[src/rtl/nn_unpooling_if.sv]
// Stream bundle for the 2x2 unpooling block: pooled input stream plus upsampled output stream.
interface nn_unpooling_if #(
    parameter int DATA_W = 6
) ();
    logic [DATA_W-1:0] data_in;
    logic              in_valid;
    logic              in_ready;
    logic [DATA_W-1:0] data_out;
    logic              out_valid;
    logic              out_ready;
    logic              row;

    modport master (
        output data_in,
        output in_valid,
        output out_ready,
        input  in_ready,
        input  data_out,
        input  out_valid,
        input  row
    );

    modport slave (
        input  data_in,
        input  in_valid,
        input  out_ready,
        output in_ready,
        output data_out,
        output out_valid,
        output row
    );
endinterface

[src/rtl/nn_unpooling.sv]
// 2x2 nearest-neighbour unpooling: each pooled value is emitted twice per row and each row twice.
// Optional macro UNPOOL_ZERO_FILL_EN selects max-unpool zero fill and removes the line buffer.
module nn_unpooling #(
    parameter int DATA_W  = 6,
    parameter int IN_W    = 8,
    parameter int ROWS_IN = 8
) (
    input  logic           clk,
    input  logic           rst,
    input  logic           fire_i,
    output logic           done_o,
    nn_unpooling_if.slave  bus
);

    localparam int CIW = $clog2(IN_W + 1);
    localparam int COW = (IN_W > 1) ? $clog2(IN_W) : 1;
    localparam int RW  = (ROWS_IN > 1) ? $clog2(ROWS_IN) : 1;

    localparam logic [CIW-1:0] COL_IN_MAX = CIW'(IN_W);
    localparam logic [COW-1:0] COL_LAST   = COW'(IN_W - 1);
    localparam logic [RW-1:0]  ROW_LAST   = RW'(ROWS_IN - 1);

`ifdef UNPOOL_ZERO_FILL_EN
    localparam bit ZERO_FILL = 1'b1;
`else
    localparam bit ZERO_FILL = 1'b0;
`endif

    typedef enum logic [1:0] {
        IDLE  = 2'd0,
        ROW_A = 2'd1,
        ROW_B = 2'd2,
        FIN   = 2'd3
    } state_t;

    state_t            state_q, state_d;
    logic [CIW-1:0]    col_in_q, col_in_d;
    logic [COW-1:0]    col_out_q, col_out_d;
    logic [RW-1:0]     rows_q, rows_d;
    logic              copy_q, copy_d;
    logic [DATA_W-1:0] data_out_q, data_out_d;
    logic              out_valid_q, out_valid_d;
    logic              row_q, row_d;
    logic              done_q, done_d;

    logic              in_ready_s;
    logic              accept_s;
    logic              hs_s;
    logic [DATA_W-1:0] lb_cur_s;
    logic [DATA_W-1:0] lb_nxt_s;

    // in_ready opens only when the last copy of the current value is leaving (or nothing is shown)
    assign in_ready_s = (state_q == ROW_A) && (col_in_q < COL_IN_MAX) &&
                        (!out_valid_q || (bus.out_ready && copy_q));
    assign accept_s   = in_ready_s & bus.in_valid;
    assign hs_s       = out_valid_q & bus.out_ready;

`ifdef UNPOOL_ZERO_FILL_EN
    assign lb_cur_s = {DATA_W{1'b0}};
    assign lb_nxt_s = {DATA_W{1'b0}};
`else
    logic [DATA_W-1:0] linebuf [IN_W];

    // Line buffer capture of the live row; contents deliberately survive reset
    always_ff @(posedge clk) begin
        if (!rst && accept_s) begin
            linebuf[col_in_q[COW-1:0]] <= bus.data_in;
        end
    end

    assign lb_cur_s = linebuf[col_out_q];
    assign lb_nxt_s = linebuf[col_out_q + COW'(1)];
`endif

    // Next-state and datapath control for the row-pair sequencer
    always_comb begin
        state_d     = state_q;
        col_in_d    = col_in_q;
        col_out_d   = col_out_q;
        rows_d      = rows_q;
        copy_d      = copy_q;
        data_out_d  = data_out_q;
        out_valid_d = out_valid_q;
        row_d       = row_q;
        done_d      = 1'b0;

        case (state_q)
            IDLE: begin
                if (fire_i) begin
                    state_d   = ROW_A;
                    col_in_d  = {CIW{1'b0}};
                    col_out_d = {COW{1'b0}};
                    rows_d    = {RW{1'b0}};
                    copy_d    = 1'b0;
                end else begin
                    state_d = IDLE;
                end
            end

            ROW_A: begin
                if (accept_s) begin
                    data_out_d  = bus.data_in;
                    out_valid_d = 1'b1;
                    copy_d      = 1'b0;
                    row_d       = 1'b0;
                    col_in_d    = col_in_q + CIW'(1);
                end else if (hs_s && !copy_q) begin
                    copy_d     = 1'b1;
                    data_out_d = ZERO_FILL ? {DATA_W{1'b0}} : data_out_q;
                end else if (hs_s && copy_q) begin
                    out_valid_d = 1'b0;
                    if (col_in_q == COL_IN_MAX) begin
                        state_d  = ROW_B;
                        col_in_d = {CIW{1'b0}};
                        copy_d   = 1'b0;
                    end else begin
                        state_d = ROW_A;
                    end
                end else begin
                    state_d = ROW_A;
                end
            end

            ROW_B: begin
                if (!out_valid_q) begin
                    data_out_d  = lb_cur_s;
                    out_valid_d = 1'b1;
                    copy_d      = 1'b0;
                    row_d       = 1'b1;
                end else if (hs_s && !copy_q) begin
                    copy_d = 1'b1;
                end else if (hs_s && copy_q) begin
                    if (col_out_q == COL_LAST) begin
                        out_valid_d = 1'b0;
                        col_out_d   = {COW{1'b0}};
                        copy_d      = 1'b0;
                        if (rows_q < ROW_LAST) begin
                            state_d = ROW_A;
                            rows_d  = rows_q + RW'(1);
                        end else begin
                            state_d = FIN;
                            done_d  = 1'b1;
                        end
                    end else begin
                        col_out_d  = col_out_q + COW'(1);
                        data_out_d = lb_nxt_s;
                        copy_d     = 1'b0;
                    end
                end else begin
                    state_d = ROW_B;
                end
            end

            FIN: begin
                state_d = IDLE;
                rows_d  = {RW{1'b0}};
            end

            default: begin
                state_d     = IDLE;
                out_valid_d = 1'b0;
            end
        endcase
    end

    // State and output registers with synchronous reset priority
    always_ff @(posedge clk) begin
        if (rst) begin
            state_q     <= IDLE;
            col_in_q    <= {CIW{1'b0}};
            col_out_q   <= {COW{1'b0}};
            rows_q      <= {RW{1'b0}};
            copy_q      <= 1'b0;
            data_out_q  <= {DATA_W{1'b0}};
            out_valid_q <= 1'b0;
            row_q       <= 1'b0;
            done_q      <= 1'b0;
        end else begin
            state_q     <= state_d;
            col_in_q    <= col_in_d;
            col_out_q   <= col_out_d;
            rows_q      <= rows_d;
            copy_q      <= copy_d;
            data_out_q  <= data_out_d;
            out_valid_q <= out_valid_d;
            row_q       <= row_d;
            done_q      <= done_d;
        end
    end

    assign bus.in_ready  = in_ready_s;
    assign bus.data_out  = data_out_q;
    assign bus.out_valid = out_valid_q;
    assign bus.row       = row_q;
    assign done_o        = done_q;

endmodule
[src/flat_wrapper.sv]
// flat-port wrapper written by rule: the top's interface ports become plain ports
module nn_unpooling_flat 
#(
    parameter int DATA_W  = 6,
    parameter int IN_W    = 8,
    parameter int ROWS_IN = 8
)
  (clk, rst, fire_i, done_o, bus_data_in, bus_in_valid, bus_out_ready, bus_in_ready, bus_data_out, bus_out_valid, bus_row);
  nn_unpooling_if #(.DATA_W(DATA_W)) bus_i ();
  input  logic clk;
  input  logic rst;
  input  logic fire_i;
  output logic done_o;
  input wire logic [$bits(bus_i.data_in)-1:0] bus_data_in;
  input wire logic [$bits(bus_i.in_valid)-1:0] bus_in_valid;
  input wire logic [$bits(bus_i.out_ready)-1:0] bus_out_ready;
  output wire logic [$bits(bus_i.in_ready)-1:0] bus_in_ready;
  output wire logic [$bits(bus_i.data_out)-1:0] bus_data_out;
  output wire logic [$bits(bus_i.out_valid)-1:0] bus_out_valid;
  output wire logic [$bits(bus_i.row)-1:0] bus_row;
  assign bus_i.data_in = bus_data_in;
  assign bus_i.in_valid = bus_in_valid;
  assign bus_i.out_ready = bus_out_ready;
  assign bus_in_ready = bus_i.in_ready;
  assign bus_data_out = bus_i.data_out;
  assign bus_out_valid = bus_i.out_valid;
  assign bus_row = bus_i.row;
  nn_unpooling #(.DATA_W(DATA_W), .IN_W(IN_W), .ROWS_IN(ROWS_IN)) u_core (.clk(clk), .rst(rst), .fire_i(fire_i), .done_o(done_o), .bus(bus_i));
endmodule
[config.mk]
export PLATFORM = sky130hd
export DESIGN_NAME = nn_unpooling_flat
export DESIGN_NICKNAME = d
export VERILOG_FILES = /design/src/rtl/nn_unpooling_if.sv /design/src/rtl/nn_unpooling.sv /design/src/flat_wrapper.sv
export SDC_FILE = /design/constraint.sdc
export NUM_CORES = 1
export LEC_CHECK = 0
export ABC_AREA = 1
export BUFFER_PORTS_ARGS = -buffer_cell sky130_fd_sc_hd__buf_2
export CAP_MARGIN = 10
export CORE_UTILIZATION = 58
export CTS_BUF_LIST = sky130_fd_sc_hd__clkbuf_2 sky130_fd_sc_hd__clkbuf_4 sky130_fd_sc_hd__clkbuf_8
export CTS_CLUSTER_SIZE = 24
export DETAILED_ROUTE_END_ITERATION = 10
export PLACE_DENSITY = 0.76
export SETUP_SLACK_MARGIN = 0.05
export SLEW_MARGIN = 20
export SYNTH_ARGS = -nofsm -noshare
export SYNTH_HDL_FRONTEND = slang
export SYNTH_SLANG_ARGS = --single-unit
export TNS_END_PERCENT = 1
[constraint.sdc]
create_clock -name clk -period 3 [get_ports clk]
set_clock_uncertainty 0.05 [all_clocks]
set_input_delay 0.15 -clock clk [delete_from_list [all_inputs] [get_ports clk]]
set_output_delay 0.15 -clock clk [all_outputs]
set_load 0.005 [all_outputs]
Yosys cells after proc, flatten, opt, wreduce, memory -nomap -nowiden
Memories as Yosys holds them, arrays and structs flattened. A register that Yosys moved wholly into a read port is not among the register bits. Index checks and enable logic that the tools add are counted.

Add/subtract/negate cells: 3. Order comparisons: 2. Equality and inequality tests: 25. Multiplexer cells: 59. Bitwise operators: 6. Reductions and logical operators: 25.

Operator list (count): $mux 3 (12); $mux 6 (5); $reduce_and 5->1 (5); $mux 1 (20); $mux 4 (5); $mux 2 (9); $ne 3x3->1 const B (4); $pmux 6 s2 (1); $ne 2x1->1 const B (5); $ne 2x2->1 const B (5); $ne 3x2->1 const B (3); $pmux 3 s3 (1); $ne 4x3->1 const B (2); $pmux 2 s4 (1); $pmux 4 s2 (1); $reduce_and 7->1 (1); $add 3x1->3 const B (2); $logic_and 1x1->1 (6); $pmux 3 s2 (1); $reduce_and 3->1 (2); $reduce_bool 2->1 (3); $reduce_bool 3->1 (2); $reduce_or 6->1 (1); $add 4x1->4 const B (1); 14 further kinds (22).

Register bits: 22. Bits in writable memories: 48. Output and inout bits: 10. Logic and storage cells: 130. Memories: 1.

Memory list: u_core.linebuf (words 8, width 6, rd ports 2, clocked after memory_dff 1, wr ports 1, RTL line nn_unpooling.sv:62) `logic [DATA_W-1:0] linebuf [IN_W];`.

Depth between registers and ports, before layout
Gate-level depths: netlist (run 1).

Depth after elaboration: 8. Mapped depth: 12. Gate-level depth less buffers: 12.

Worst setup path before layout (run 1)
No wires, ideal clock.

Path type: register -> register. Start: register u_core.state_q[1]. End: memory u_core.linebuf[5][0] (enable). Data arrival time: 1.720 ns. Data required time: 2.573 ns. Path slack: 0.853 ns. Stages on the path, launching flop included: 9. Path through: dfxtp_1 inv_1 ha_1 inv_1 nor2_4 nand3_4 nor2_1 nand2_1 nor3_1.

Word-level cells in the longest chain between the ends: 7.

Ends and longest elaborated chain: from (decl) (RTL line nn_unpooling.sv:36) `state_t state_q, state_d;`; from (signal assigned) (RTL line nn_unpooling.sv:179) `state_q <= state_d;`; $eq 2x1->1 (RTL line nn_unpooling.sv:53) `assign in_ready_s = (state_q == ROW_A) && (col_in_q < COL_IN_MAX) &&`; $logic_and 1x1->1 (2 in a row) (RTL line nn_unpooling.sv:53); $and 1x1->1 (RTL line nn_unpooling.sv:55) `assign accept_s = in_ready_s & bus.in_valid;`; $logic_and 1x1->1 (RTL line nn_unpooling.sv:66) `if (!rst && accept_s) begin`; $mux 1 (RTL line nn_unpooling.sv:66); $mux 1 (implied by the code) (RTL line nn_unpooling.sv:67) `linebuf[col_in_q[COW-1:0]] <= bus.data_in;`; to (decl) (RTL line nn_unpooling.sv:62).

No other way between the ends.

Worst setup path in the final report (run 1)
Start: register u_core.state_q[1]. End: memory u_core.linebuf[0][0] (enable).

The elaborated chain is that of the path after synthesis.

==> out/metrics.yaml, run 1 <==
drc: 0
synth_cell_type_count: 30
die_h_um: 84.40
cts_hold_buf: 0
nNetsFinal: 532
drt_iter0_markers: 417
power.density_nw_per_um2: 737.9
period_share: 0.8002
layout_commonest_cell: "nand2_1"
max_clock_freq_mhz: 416.5
relSlewSlack: 0.5156
area_growth_pct: 8.230
status: "complete, no violations"
detail_route.wl_per_cell_um: 15.92
num_antenna_cells: 0
timing.rr.start: "u_core.state_q[1]$_SDFFE_PP0P_"
crit_type: "reg -> reg"
p_leak_nw: 1.787
ir_worst_vdd_uv: 424.5
min_path_type: "in -> reg"
hold_path_end: "u_core.linebuf[0][1]$_DFFE_PP_"
clockPowerShare: 0.245
setup_viol: 0
reg2reg_to: "u_core.linebuf[0][0]$_DFFE_PP_"
final_cell_area_um2: 4262
cp_cell_sequence: "inv_1 > ha_1 > inv_1 > nor2_4 > nand3_4 > nor2_1 > nand2_1 > nor2_1"
path_max_fanout: 7
worstPathArrival_ns: 2.34
first_global_vias: 3161
hold_violations: 0
grt_max_degree: 44
ctsResizeCount: 0
place.gp.congestion: 0.9495
synth-seq-cells: 73
fill_cells: 546
grt_antenna_before_repair: 0
cts.sinks: 73
crit_buf_inv: 2
viasPerCell: 5.673
swShare: 0.3839
first_pass_iters: 6
yosysSeqAreaShare: 0.4932
syn_avg_cell_area_um2: 7.955
root_buffer: "clkbuf_8"
cts_tree: "built"
die_w_um: 84.40
dieArea_um2: 7123
endpoint_kind: "flip-flop"
start_util: 0.6096
wl_um: 9443
switchingPower_mw: 1.207
drive_above_1_share: 0.1047
clk_latency_ns: 0.35
cts_buffer_depth: 2
reg2reg_depth: 8
seqPwrFrac: 0.399
fin_total_pwr_mw: 3.145
cp-start-kind: "flip-flop"
ios: 21
min_from: "bus_data_in[1]"
synth_warnings: 0
global_route.overflow_total: 0
ff2ff_setup_slack_ns: 0.60
layout_min_cycle_time_ns: 2.401
cts_max_level: 3
dp_slack_ns: 0.6738
finish.utilization: 0.6598
hold_depth: 1
post_cts_buffers: 0
synthCells: 495
critPathMaxStageDelay_ns: 0.53
place_hpwl_um: 6751
cts_buffers: 9
port-buffer-count: 20
p_comb_frac: 0.356
num_vias: 3364
fin_tns_setup_ns: 0
worstPathRequired_ns: 2.94
fin_ws_ns: 0.5993
final_cell_mix: "126 x nand2_1, 77 x inv_1, 63 x nand3_1, 48 x edfxtp_1, 34 x nor2_1"
num_rows: 29
crit_slowest_cell: "nor2_1"
path_clk_slew_ns: 0.08
maxSlewViolCount: 0
drv_cap: 0
grt_pass1_wl_um: 15810
drtAntennaViolNets: 0
synth_area_um2: 3938
grt_use_total: 0.2926
rsz0062_at_grt: "false"
tightest_slew_ns: 0.7257
critPathTopFamily: "simple AND/OR/NAND/NOR gates"
core-area_um2: 6459
internal-power_mw: 1.937
dpl-instance-area_um2: 4063
synthesis.nets: 516
## sequential cells by signal, summed over array words and instances, names as in the netlist, named ones only
register,cells
u_core.bus.data_out,6
u_core.bus.out_valid,1
u_core.bus.row,1
u_core.col_in_q,4
u_core.col_out_q,3
u_core.copy_q,1
u_core.done_o,1
u_core.linebuf,48
u_core.rows_q,3
u_core.state_q,2
## cell usage after synthesis, drive strengths merged
| cell type | instances | area share |
|---|---|---|
| nor2 | 39 | 0.042 |
| nor4 | 1 | 0.0016 |
| nand3 | 64 | 0.085 |
| clkdlybuf4s50 | 1 | 0.0029 |
| ha | 10 | 0.032 |
| edfxtp | 48 | 0.37 |
| nor3 | 2 | 0.0025 |
| buf | 8 | 0.012 |
| clkbuf | 11 | 0.013 |
| a211oi | 1 | 0.0019 |
| a21oi | 27 | 0.037 |
| o21ai | 34 | 0.043 |
| dfxtp | 25 | 0.13 |
| xor2 | 1 | 0.0022 |
| inv | 78 | 0.074 |
| a21boi | 1 | 0.0048 |
| nand2 | 128 | 0.12 |
| nand3b | 1 | 0.0019 |
| o211ai | 13 | 0.025 |
| nand4 | 1 | 0.0016 |
| a22oi | 1 | 0.0019 |
## cells by family (layout without fill, tap and decap cells)
group	count (synthesis)	count (layout)	share of synthesized area
adder cells (fa/ha/maj)	10	10	0.03178
flip-flops	73	73	0.4932
XOR/XNOR	1	1	0.002225
AND/OR/NAND/NOR	236	236	0.2571
buffers and inverters	98	119	0.1020
AO/OA/AOI/OAI	77	77	0.1138
## layer usage
layer	vias to the layer above	GRT usage	wire length, µm
met3	25	0.06686	766
met5	-	0	0
met4	0	0.1079	286
li1	1649	-	-
met1	1532	0.4094	4183
met2	158	0.4493	4207
## area by class of cell
| type | count | area, µm² | area share |
|---|---|---|---|
| inverter | 78 | 292.8 | 0.06870 |
| clock inverter | 6 | 67.56 | 0.01585 |
| multi-input combinational | 324 | 1594 | 0.3740 |
| clock buffer | 10 | 131.4 | 0.03083 |
| timing repair buffer | 25 | 137.6 | 0.03230 |
| tap | 77 | 96.34 | 0.02261 |
| sequential | 73 | 1942 | 0.4557 |
## metrics by stage
| stage | std cells | hold slack (ns) |
|---|---|---|
| finish | 593 | 0.08702 |
| global route | 593 | 0.09060 |
| CTS | 593 | 0.08367 |
| detailed placement | 577 | 0.4018 |
| global placement | 577 | 0.3824 |
| floorplan | 495 | 0.1989 |
## power by group through the flow
| stage | Combinational [mW] | Clock [mW] | Sequential [mW] |
|---|---|---|---|
| 6_report | 1.12 | 0.771 | 1.25 |
| 5_1_grt | 1.28 | 0.820 | 1.27 |
| 2_1_floorplan | 0.877 | 0 | 1.24 |
| 3_3_place_gp | 1.07 | 0 | 1.27 |
| 3_5_place_dp | 1.10 | 0 | 1.27 |
| 4_1_cts | 1.11 | 0.780 | 1.25 |
## how the worst max path moves through the flow
stage / start / endpoint / slack (ns) / depth (start not counted)
4_1_cts: u_core.state_q[1]$_SDFFE_PP0P_ / u_core.linebuf[0][0]$_DFFE_PP_ / 0.63 / 8
3_3_place_gp: u_core.state_q[1]$_SDFFE_PP0P_ / u_core.linebuf[1][3]$_DFFE_PP_ / 0.79 / 8
2_1_floorplan: u_core.state_q[1]$_SDFFE_PP0P_ / u_core.linebuf[5][0]$_DFFE_PP_ / 0.85 / 8
6_report: u_core.state_q[1]$_SDFFE_PP0P_ / u_core.linebuf[0][0]$_DFFE_PP_ / 0.60 / 8
5_1_grt: u_core.state_q[1]$_SDFFE_PP0P_ / u_core.linebuf[0][0]$_DFFE_PP_ / 0.43 / 8
3_5_place_dp: u_core.state_q[1]$_SDFFE_PP0P_ / u_core.linebuf[0][4]$_DFFE_PP_ / 0.67 / 8
## worst reg2reg max path, stage by stage (launching register included)
cell,delay (ns)
dfxtp_1,0.35
inv_1,0.12
ha_1,0.30
inv_1,0.14
nor2_4,0.12
nand3_4,0.12
nor2_1,0.15
nand2_1,0.16
nor2_1,0.53
No activity file was read; power rests on OpenSTA's default activity.
==> inputs of run 2 (changes only) <==
clock period = 2.5 ns   (was 3 ns; I/O delays follow)
==> run 2 against run 1 <==
- combinational power up 22%
- core utilization did not move
- total power up 17%
- clock-buffer cell count is 1 higher
- final cell count rose by 0.51%
- critical path depth did not move
- routed wire length grew 1.1%
- non-clock buffer count is 3 higher
- highest routed layer unchanged
==> out/metrics.yaml, run 2 (synthesis gave the netlist of run 1 again) <==
die_h_um: 84.40  # unchanged
first_pass_iters: 5  # -1
p_leak_nw: 1.794  # +0.44%
tightest_slew_ns: 0.5401  # -0.1856 ns
area_growth_pct: 8.230  # unchanged
crit_type: "reg -> reg"
ctsResizeCount: 0  # unchanged
worstPathArrival_ns: 2.25  # -0.09 ns
wl_um: 9548  # +1.1%
cts_buffers: 9  # unchanged
port-buffer-count: 20  # unchanged
largest_reg_flops: 48  # unchanged
drv_cap: 0  # unchanged
min_path_type: "in -> reg"
fin_total_pwr_mw: 3.678  # +17%
hold_depth: 1  # unchanged
grt_use_total: 0.2845  # -0.008171
crit_slowest_cell: "nor2_1"
detail_route.wl_per_cell_um: 16.02  # +0.60%
first_global_vias: 3075  # -2.7%
drive_above_1_share: 0.1118  # +0.007102
power.density_nw_per_um2: 863.2  # +17%
crit_buf_inv: 2  # unchanged
ir_worst_vdd_uv: 558.0  # +31%
post_cts_buffers: 0  # unchanged
grt_antenna_before_repair: 0  # unchanged
place_hpwl_um: 6779  # +0.40%
start_util: 0.6096  # unchanged
nNetsFinal: 535  # +0.56%
cts_hold_buf: 0  # unchanged
layout_min_cycle_time_ns: 2.314  # -0.08686 ns
rsz0062_at_grt: "true"
final_cell_mix: "126 x nand2_1, 77 x inv_1, 63 x nand3_1, 48 x edfxtp_1, 33 x o21ai_0"
layout_commonest_cell: "nand2_1"
setup_viol: 0  # unchanged
dieArea_um2: 7123  # unchanged
hold_slack_ns: 0.06490  # -0.02212 ns
grt_pass1_wl_um: 15280  # -3.4%
place.gp.congestion: 0.9685  # +2.0%
dp_cells: 580  # +0.52%
reg2reg_depth: 8  # unchanged
min_from: "bus_data_in[2]"
drc: 0  # unchanged
ios: 21  # unchanged
cts_max_level: 3  # unchanged
cts.sinks: 73  # unchanged
hold_violations: 0  # unchanged
clk_latency_ns: 0.35  # about the same
finish.utilization: 0.6598  # unchanged
die_w_um: 84.40  # unchanged
critPathTopFamily: "simple AND/OR/NAND/NOR gates"
status: "complete, no violations"
drt_iter0_markers: 429  # +2.9%
maxSlewViolCount: 0  # unchanged
fin_cells: 596  # +0.51%
num_antenna_cells: 0  # unchanged
relSlewSlack: 0.6386  # +0.1231
dp_slack_ns: 0.1966  # -0.4772 ns
cp-start-kind: "flip-flop"
worstPathRequired_ns: 2.44  # -0.50 ns
cp_cell_sequence: "inv_1 > ha_1 > inv_1 > nor2_4 > nand3_4 > nor2_1 > nand2_1 > nor2_1"
cts_buffer_depth: 2  # unchanged
hold_path_end: "u_core.linebuf[7][2]$_DFFE_PP_"
endpoint_kind: "flip-flop"
path_max_fanout: 7  # unchanged
path_clk_slew_ns: 0.08  # about the same
grt_max_degree: 44  # unchanged
drtAntennaViolNets: 0  # unchanged
num_rows: 29  # unchanged
critPathMaxStageDelay_ns: 0.47  # -0.06 ns
viasPerCell: 5.683  # +0.18%
reg2reg_to: "u_core.linebuf[0][5]$_DFFE_PP_"
ff2ff_setup_slack_ns: 0.19  # -0.41 ns
core-area_um2: 6459  # unchanged
root_buffer: "clkbuf_8"
num_vias: 3387  # +0.68%
global_route.overflow_total: 0  # unchanged
period_share: 0.9255  # +0.1253
fin_ws_ns: 0.1862  # -0.4131 ns
fill_cells: 539  # -1.3%
cts_tree: "built"
timing.rr.start: "u_core.state_q[1]$_SDFFE_PP0P_"
max_clock_freq_mhz: 432.2  # +3.8%
[run 2: cell types whose count changed in the layout (fill, tap and decap cells not counted), sizes merged]
cell | before | now
buf | 25 | 28
bufinv | 1 | 0
clkbuf | 10 | 11
clkinv | 1 | 2
clkinvlp | 3 | 2
[run 2: worst max path at each step]
stage                                        start                        endpoint  slack (ns)  depth (start not counted)
CTS                 u_core.state_q[1]$_SDFFE_PP0P_  u_core.linebuf[3][1]$_DFFE_PP_        0.18                          8
finish              u_core.state_q[1]$_SDFFE_PP0P_  u_core.linebuf[0][5]$_DFFE_PP_        0.19                          8
floorplan           u_core.state_q[1]$_SDFFE_PP0P_  u_core.linebuf[5][0]$_DFFE_PP_        0.35                          8
global placement    u_core.state_q[1]$_SDFFE_PP0P_  u_core.linebuf[3][0]$_DFFE_PP_        0.36                          8
global route        u_core.state_q[1]$_SDFFE_PP0P_  u_core.linebuf[6][1]$_DFFE_PP_       -0.02                          8
detailed placement  u_core.state_q[1]$_SDFFE_PP0P_  u_core.linebuf[3][0]$_DFFE_PP_        0.20                          8
[run 2: area by class of cell]
type | instances | area (µm²) | area share
Multi-Input combinational cell | 324 | 1599 | 0.3752
Clock buffer | 11 | 138.9 | 0.03259
Inverter | 78 | 292.8 | 0.06870
Sequential cell | 73 | 1942 | 0.4557
Tap cell | 77 | 96.34 | 0.02261
Clock inverter | 5 | 32.53 | 0.007634
Timing Repair Buffer | 28 | 160.2 | 0.03758
[run 2: worst reg2reg max path, cell delays in order, from the launching register on]
cell and delay, ns:
dfxtp_1 0.34, inv_1 0.11, ha_1 0.31, inv_1 0.15
nor2_4 0.12, nand3_4 0.12, nor2_1 0.14, nand2_1 0.16
nor2_1 0.47
[run 2: power breakdown]
group | switching [mW] | total [mW] | internal (mW)
Combinational | 0.912 | 1.37 | 0.460
Sequential | 0.0831 | 1.48 | 1.40
Clock | 0.447 | 0.827 | 0.381
[run 2: routing by layer]
layer  GRT usage  part of all wire
met1      0.4184              0.45
met2      0.4098              0.43
met4     0.09861             0.022
met3     0.07276             0.096
met5           0                 0
[run 2: metrics by stage]
| step | setup TNS, ns | instance area (µm²) |
|---|---|---|
| global route | -0.1861 | 4262 |
| global placement | 0 | 4085 |
| floorplan | 0 | 3938 |
| detailed placement | 0 | 4085 |
| CTS | 0 | 4257 |
| finish | 0 | 4262 |
==> inputs of run 3 (changes only) <==
CORE_MARGIN = 3   (was default)
CTS_BUF_LIST = sky130_fd_sc_hd__clkbuf_4   (was sky130_fd_sc_hd__clkbuf_2 sky130_fd_sc_hd__clkbuf_4 sky130_fd_sc_hd__clkbuf_8)
==> run 3 against run 2 <==
- hold slack worse by 0.039 ns
- worst setup slack got worse by 0.057 ns
- critical path depth stayed put
- sequential share of layout area is 0.36 points lower
- final cell count increased by 1.2%
- via count down 1.1%
- global-route usage fell by 2.5 points
- register-to-register slack got worse by 0.06 ns
==> out/metrics.yaml, run 3 (synthesis gave the netlist of run 1 again) <==
layout_commonest_cell: "nand2_1"
ios: 21  # unchanged
layout_min_cycle_time_ns: 2.371  # +0.05740 ns
clockPowerShare: 0.202  # -0.023
wl_um: 9364  # -1.9%
grt_max_degree: 44  # unchanged
worstPathRequired_ns: 2.53  # +0.09 ns
viasPerCell: 5.554  # -2.3%
drv_cap: 0  # unchanged
ir_worst_vdd_uv: 475.8  # -15%
num_vias: 3349  # -1.1%
final_cell_area_um2: 4295  # +0.79%
met1_usage: 0.3894  # -0.02899
place.gp.congestion: 0.9661  # -0.25%
hold_slack_ns: 0.02634  # -0.03857 ns
swShare: 0.4134  # +0.02136
grt_antenna_before_repair: 0  # unchanged
power.density_nw_per_um2: 832.2  # -3.6%
maxSlewViolCount: 0  # unchanged
final_cell_mix: "126 x nand2_1, 77 x inv_1, 63 x nand3_1, 48 x edfxtp_1, 34 x nor2_1"
cts_buffers: 9  # unchanged
largest_reg_flops: 48  # unchanged
relSlewSlack: 0.6676  # +0.02898
period_share: 0.9485  # +0.02296
drc: 0  # unchanged
gr-usage-met2: 0.3691  # -0.04070
grt_use_total: 0.2595  # -0.02493
max_clock_freq_mhz: 421.7  # -2.4%
root_buffer: "clkbuf_4"
area_growth_pct: 9.088
num_rows: 29  # unchanged
clk_latency_ns: 0.43  # +0.08 ns
tightest_slew_ns: 0.4968  # -0.04331 ns
cts.sinks: 73  # unchanged
die_w_um: 88.40  # +4.7%
p_comb_frac: 0.384  # +0.011
endpoint_kind: "flip-flop"
status: "complete, no violations"
dpl-instance-area_um2: 4085  # unchanged
dieArea_um2: 7814  # +9.7%
hold_violations: 0  # unchanged
start_util: 0.6096  # unchanged
grt_pass1_wl_um: 15180  # -0.67%
cts_tree: "built"
path_max_fanout: 7  # unchanged
ff2ff_setup_slack_ns: 0.13  # -0.06 ns
setup_viol: 0  # unchanged
switchingPower_mw: 1.478  # +2.5%
detail_route.wl_per_cell_um: 15.53  # -3.1%
drtAntennaViolNets: 0  # unchanged
min_path_type: "in -> reg"
core-area_um2: 6459  # unchanged
place_hpwl_um: 6759  # -0.29%
worstPathArrival_ns: 2.40  # +0.15 ns
first_pass_iters: 6  # +1
nNetsFinal: 542  # +1.3%
p_leak_nw: 1.813  # +1.0%
drive_above_1_share: 0.1084  # -0.003388
internal-power_mw: 2.097  # -6.2%
first_global_vias: 3007  # -2.2%
global_route.overflow_total: 0  # unchanged
cts_buffer_depth: 2  # unchanged
post_cts_buffers: 0  # unchanged
drt_iter0_markers: 440  # +2.6%
num_antenna_cells: 0  # unchanged
port-buffer-count: 20  # unchanged
grt_util_met3: 0.06238  # -0.01038
path_clk_slew_ns: 0.14  # +0.06 ns
die_h_um: 88.40  # +4.7%
crit_type: "reg -> reg"
cts_max_level: 3  # unchanged
seqPwrFrac: 0.414  # +0.012
gr-max-usage-layer: "met1"
rsz0062_at_grt: "true"
cp-start-kind: "flip-flop"
run 3: changes by cell type in the layout (fill, tap and decap cells not counted), moves of 2 or more:
cell	delta
clkbuf_8	-9
dlygate4sd3_1	+7
nor2_1	+2
inv_8	+2
nor2_2	-2
clkbuf_4	+7
run 3: metrics by stage:
stage                     power (mW)  utilization  setup TNS, ns  cells  setup WS (ns)
after detailed placement       2.842       0.6325              0    580         0.1849
after CTS                      3.575       0.6651              0    603         0.1542
after global routing           3.844       0.6651        -0.1678    603       -0.02262
final                          3.574       0.6651              0    603         0.1288
after floorplan                2.541            -              0    495         0.3531
after global placement         2.813       0.6325              0    580         0.3696
run 3: worst paths after layout:
check / start / endpoint / cells after the start
min reg2reg: u_core.bus.row$_SDFFE_PP0P_ / u_core.bus.row$_SDFFE_PP0P_ / 2
max reg2reg: u_core.state_q[1]$_SDFFE_PP0P_ / u_core.linebuf[3][1]$_DFFE_PP_ / 8
min: bus_in_valid / u_core.col_in_q[1]$_SDFFE_PP0P_ / 5
max: u_core.state_q[1]$_SDFFE_PP0P_ / u_core.linebuf[3][1]$_DFFE_PP_ / 8
run 3: cell type report:
type                       instances  area, µm²
tap                               77      96.34
timing repair buffer              35      230.2
sequential                        73       1942
clock inverter                     7      72.57
inverter                          78      292.8
fill                             538       2163
clock buffer                       9      67.56
multi-input combinational        324       1594
run 3: power by group through the flow:
stage	clock network [mW]	registers (mW)	logic, mW
after floorplan	0	1.49	1.05
after global placement	0	1.50	1.31
after detailed placement	0	1.50	1.34
after CTS	0.743	1.48	1.35
after global routing	0.800	1.49	1.55
final	0.722	1.48	1.37
run 3: repair_timing:
item | 4_1_cts | 5_1_grt
hold buffers | 7 | 0
hold endpoints to repair | 39 | 0
endpoints found under the setup margin | 0 | 12
gates resized for setup | 0 | 0
run 3: critical path, stage by stage, from the launching register on:
cell,delay [ns]
dfxtp_1,0.38
inv_1,0.12
ha_1,0.30
inv_1,0.15
nor2_4,0.12
nand3_4,0.12
nor2_1,0.20
nand2_1,0.16
nor2_1,0.42
run 3: layer usage:
metal	wire length [µm]	up-vias
li1	-	1673
met1	4414	1500
met2	4012	158
met3	804	18
met4	132	0
met5	0	-
